<file path="src/rtl/rx_timer.sv">
// rtl/rx_timer.sv - USB full-speed receive bit timing, bit unstuffing and byte framing
//
// Re-aligns a CLKS_PER_BIT phase counter on every line edge, strobes the
// shift register once per data bit at the mid-bit sample point, drops
// stuffed bits and flags a byte boundary after every BITS_PER_BYTE data bits.
//
// Ports:
//   clk           in   system clock (8x the line bit rate)
//   n_rst         in   asynchronous active-low reset
//   rcving        in   receive window; low holds the block idle
//   d_edge        in   one-cycle pulse on any D+/D- transition
//   d_orig        in   NRZI-decoded bit, valid at the sample point
//   shift_enable  out  one-cycle strobe, shift register captures d_orig
//   byte_received out  one-cycle pulse, a full byte is in the shift register
//   stuff_err     out  one-cycle pulse, a stuffed-bit position held a 1

module rx_timer #(
    parameter int CLKS_PER_BIT  = 8,
    parameter int SAMPLE_PHASE  = 3,
    parameter int BITS_PER_BYTE = 8,
    parameter int STUFF_LIMIT   = 6
) (
    input  logic clk,
    input  logic n_rst,
    input  logic rcving,
    input  logic d_edge,
    input  logic d_orig,
    output logic shift_enable,
    output logic byte_received,
    output logic stuff_err
);

    localparam int PW = (CLKS_PER_BIT > 1) ? $clog2(CLKS_PER_BIT) : 1;
    localparam int BW = (BITS_PER_BYTE > 1) ? $clog2(BITS_PER_BYTE) : 1;
    localparam int OW = $clog2(STUFF_LIMIT + 1);

    localparam logic [PW-1:0] PHASE_LAST   = PW'(CLKS_PER_BIT - 1);
    localparam logic [PW-1:0] PHASE_SAMPLE = PW'(SAMPLE_PHASE);
    localparam logic [BW-1:0] BIT_LAST     = BW'(BITS_PER_BYTE - 1);
    localparam logic [OW-1:0] ONES_LIMIT   = OW'(STUFF_LIMIT);

    logic [PW-1:0] phase;
    logic [BW-1:0] bit_cnt;
    logic [OW-1:0] ones_cnt;

    logic sample;
    logic data_bit;
    logic stuffed;

    // The sample decision uses the registered phase, so an edge arriving in
    // the sample cycle re-aligns the counter without cancelling this sample.
    always_comb begin
        sample       = rcving && (phase == PHASE_SAMPLE);
        data_bit     = sample && (ones_cnt < ONES_LIMIT);
        stuffed      = sample && (ones_cnt == ONES_LIMIT);
        shift_enable = data_bit;
    end

    // The edge cycle itself is phase 0, hence the reload value of 1.
    always_ff @(posedge clk or negedge n_rst) begin
        if (!n_rst) begin
            phase <= '0;
        end else if (!rcving) begin
            phase <= '0;
        end else if (d_edge) begin
            phase <= PW'(1);
        end else if (phase == PHASE_LAST) begin
            phase <= '0;
        end else begin
            phase <= phase + PW'(1);
        end
    end

    // Only data bits advance the byte position; stuffed bits are invisible.
    always_ff @(posedge clk or negedge n_rst) begin
        if (!n_rst) begin
            bit_cnt <= '0;
        end else if (!rcving) begin
            bit_cnt <= '0;
        end else if (data_bit) begin
            bit_cnt <= (bit_cnt == BIT_LAST) ? '0 : bit_cnt + BW'(1);
        end
    end

    // Run length of decoded 1s; reaching STUFF_LIMIT marks the next bit as stuffed.
    always_ff @(posedge clk or negedge n_rst) begin
        if (!n_rst) begin
            ones_cnt <= '0;
        end else if (!rcving) begin
            ones_cnt <= '0;
        end else if (stuffed) begin
            ones_cnt <= '0;
        end else if (data_bit) begin
            ones_cnt <= d_orig ? ones_cnt + OW'(1) : '0;
        end
    end

    // Not gated by rcving so a byte completed just before the window closes
    // is still reported.
    always_ff @(posedge clk or negedge n_rst) begin
        if (!n_rst) begin
            byte_received <= 1'b0;
            stuff_err     <= 1'b0;
        end else begin
            byte_received <= data_bit && (bit_cnt == BIT_LAST);
            stuff_err     <= stuffed && d_orig;
        end
    end

endmodule

</file>
<file path="config.mk">
export PLATFORM = sky130hd
export DESIGN_NAME = rx_timer
export DESIGN_NICKNAME = d
export VERILOG_FILES = /design/src/rtl/rx_timer.sv
export SDC_FILE = /design/constraint.sdc
export NUM_CORES = 1
export LEC_CHECK = 0
export BUFFER_PORTS_ARGS = -buffer_cell sky130_fd_sc_hd__buf_4
export CAP_MARGIN = 20
export CORE_MARGIN = 3
export CORE_UTILIZATION = 38
export DETAILED_ROUTE_END_ITERATION = 10
export PLACE_DENSITY = 0.55
export SYNTH_ARGS = -nofsm -noshare
export SYNTH_HDL_FRONTEND = slang
export SYNTH_SLANG_ARGS = --single-unit
</file>
<file path="constraint.sdc">
create_clock -name clk -period 2.1 [get_ports clk]
set_clock_uncertainty 0.15 [all_clocks]
set_input_delay 0.21 -clock clk [delete_from_list [all_inputs] [get_ports clk]]
set_output_delay 0.21 -clock clk [all_outputs]
set_load 0.01 [all_outputs]
</file>
==> summary.txt <==
Global route
  – Total grt overflow: 0
  – First-pass GRT wire length: 1.68 mm
  – Vias in the first global route: 390
  – Pin count of the biggest net entering global routing: 12
  – Gr usage total: a little under an eighth
  – Initial antenna violation count: 0

Setup path
  – Worst Path Required: about 1.7 ns
  – RR Startpoint: phase[0]$_DFF_PN0_
  – Crit path launch: phase[0]$_DFF_PN0_
  – Crit path DAT: ~1.5 ns
  – Critical path type: flip-flop to output pin
  – R2R setup slack: 0.59 ns
  – Critical path endpoint category: output pin
  – CP max FO: 7
  – Worst setup path end: shift_enable
  – Crit start category: flip-flop
  – Reg-to-reg endpoint: bit_cnt[2]$_DFFE_PN0P_
  – R2R depth: 5

Finish
  – Share of layout cells above drive strength 1: 23.9%
  – Nets@finish: 80
  – Multi-input logic area: 285 um^2
  – # diodes: 0
  – Filler cell count: between 100 and 150
  – Design Area, Final: between 600 and 700 um^2
  – Register area: ~280 um^2
  – Area growth syn-to-layout: 16.0%
  – Commonest non-fill, non-tap cell in the layout: dfrtp_1
  – Most frequent cells in the layout: dfrtp_1, nand2_1, ha_1, buf_4, inv_1

Clock tree
  – CTS clock-pin slew for the worst setup and hold paths: 0.08 ns
  – Clk sinks: 11
  – CTS tree: done
  – Setup Fix Bufs, Post-CTS: 0
  – H-tree lvl count: 1
  – CTS Root Cell: clkbuf_4
  – Hold buffers post-CTS: 2
  – Worst-Skew Late Latency: 0.28 ns
  – PostCTS Resize Cnt: 0
  – CTS Buf Count: 3
  – Max Root-Sink Buffers: 2

Power and ir drop
  – Maximum VDD drop: around 0.24 mV
  – LEAKAGE: about 0.36 nW
  – PD cells: roughly 570 nW/um^2
  – Total power: approximately 0.4 mW

Timing
  – Worst-Margin Slew: ~0.22 ns
  – Final TNS setup: 0 ns
  – Max-slew headroom: ~85%
  – Clock period minus worst slack: roughly 1.9 ns
  – Final setup viols: 0
  – Peak Freq: between 500 and 600 MHz
  – Final Max Tran Viols: 0
  – Unrepaired setup endpoints after global routing: no
  – Hold Vio Cnt, Final: 0
  – Crit share post-route: between 90% and 100%

Drt
  – Via Count: around 420
  – Iter 0 DRT Violations: 0
  – Routed WL per cell: 11.8 um
  – Final WL: a little under 1 mm
  – 1st-pass router iterations: 1
  – Final ANT Viol Nets: 0
  – DR DRC count: 0
  – Routed vias/inst: around 5.1

Die
  – Num ports: 8
  – Die ar.: ~2100 um^2
  – Core ar.: about 1400 um^2
  – Site row count: 13
  – Die X: roughly 46 um
  – Starting density of the core: a little over two fifths
  – Die H: 45.8 um

Logic synthesis
  – Yosys cell types: 24
  – Mapped cell area: 602 um^2
  – Syn_area_per_cell: ~11 um^2
  – Register area share after synthesis: 45.7%
  – Syn_nets: 68
  – #FFs+latches synth: 11
  – Yosys warnings: 0
  – Post-synthesis cell count: 56

Run status
  – Status: finished, final reports clean

Placed design
  – Dpl hpwl: between 700 and 800 um
  – Routability Congestion: ~0.76
  – Port Buffers: 7
  – Area after DPL: around 650 um^2

Worst hold path
  – Worst hold path type: input port to flip-flop

Flow run
  – Max-cap violation count: 0
-- critical path, stage by stage, from the launching register on --
cell     delay, ns
dfrtp_1       0.40
ha_1          0.23
ha_1          0.22
and2_4        0.18
nand2_4       0.08
inv_2         0.04
buf_4         0.13
-- how the worst min path moves through the flow --
stage                     slack (ns)  startpoint                 endpoint  cells after the start
final                           0.05      d_orig      stuff_err$_DFF_PN0_                      3
after global routing            0.06      d_orig      stuff_err$_DFF_PN0_                      3
after CTS                       0.04      d_orig      stuff_err$_DFF_PN0_                      3
after detailed placement       -0.09       n_rst  ones_cnt[1]$_DFFE_PN0P_                      1
after global placement          -0.1       n_rst  ones_cnt[1]$_DFFE_PN0P_                      1
after floorplan                -0.24       n_rst   bit_cnt[0]$_DFFE_PN0P_                      0
-- per-layer routing --
metal	share of wire, %	routed length [um]	vias to the layer above	GRT usage (%)
met5	0	0	-	0
met4	2.2	21	0	6.82
met3	5.3	51	5	5.93
met2	46	447	7	16.4
met1	46	446	194	14.6
li1	-	-	212	-
-- synthesized netlist by cell type, drive strengths merged --
cell type,n,area [um^2]
dfrtp,11,275
nand2,8,37.5
ha,7,87.6
inv,5,18.8
a21oi,3,18.8
nor2,3,11.3
buf,2,22.5
mux2i,2,20.0
nand3,2,10.0
nand4b,2,17.5
o21ai,2,10.0
a21o,1,7.51
and2,1,8.76
and3,1,6.26
nand4,1,6.26
nor2b,1,6.26
nor3b,1,12.5
nor4bb,1,10.0
o21a,1,7.51
o31ai,1,7.51
-- flip-flops by register name, indices dropped and copies added (netlist names) --
| name | flops |
|---|---|
| ones_cnt | 3 |
| phase | 3 |
| byte_received | 1 |
| bit_cnt | 3 |
| stuff_err | 1 |
-- cell families (layout without fill, tap and decap cells) --
logic type	count (synthesis)	in the layout	share of synthesized area [%]
AOI/OAI and AO/OA	8	8	8.52
adders and majority gates	7	7	14.6
buffers and inverters	7	18	6.86
DFF	11	11	45.7
muxes	2	2	3.33
and+or+nand+nor	21	21	21.0
-- report_power, final --
group          internal [mW]  switching [mW]  leakage [nW]
Combinational         0.0147          0.0162         0.188
Sequential             0.215         0.00202         0.151
Clock                 0.0706          0.0796        0.0177
Total                  0.300          0.0978         0.357
-- cell type report --
| type | count | share of cell area, % |
|---|---|---|
| multi-input cells | 38 | 40.9 |
| repair buffers | 9 | 10.4 |
| inverters | 5 | 2.69 |
| well taps | 15 | 2.69 |
| clock inverters | 1 | 0.717 |
| flip-flops and latches | 11 | 39.4 |
| clock buffers | 3 | 3.23 |
-- through the flow --
stage	instances	util, %	worst slack [ns]	hold WS [ns]
floorplan	56	-	0.605	-0.236
global placement	76	46.5	0.548	-0.0968
detailed placement	76	46.5	0.516	-0.0948
CTS	82	49.9	0.193	0.0404
global route	82	49.9	0.0996	0.0636
finish	82	49.9	0.203	0.0480
Note: power is estimated with default switching activity, not from simulation.
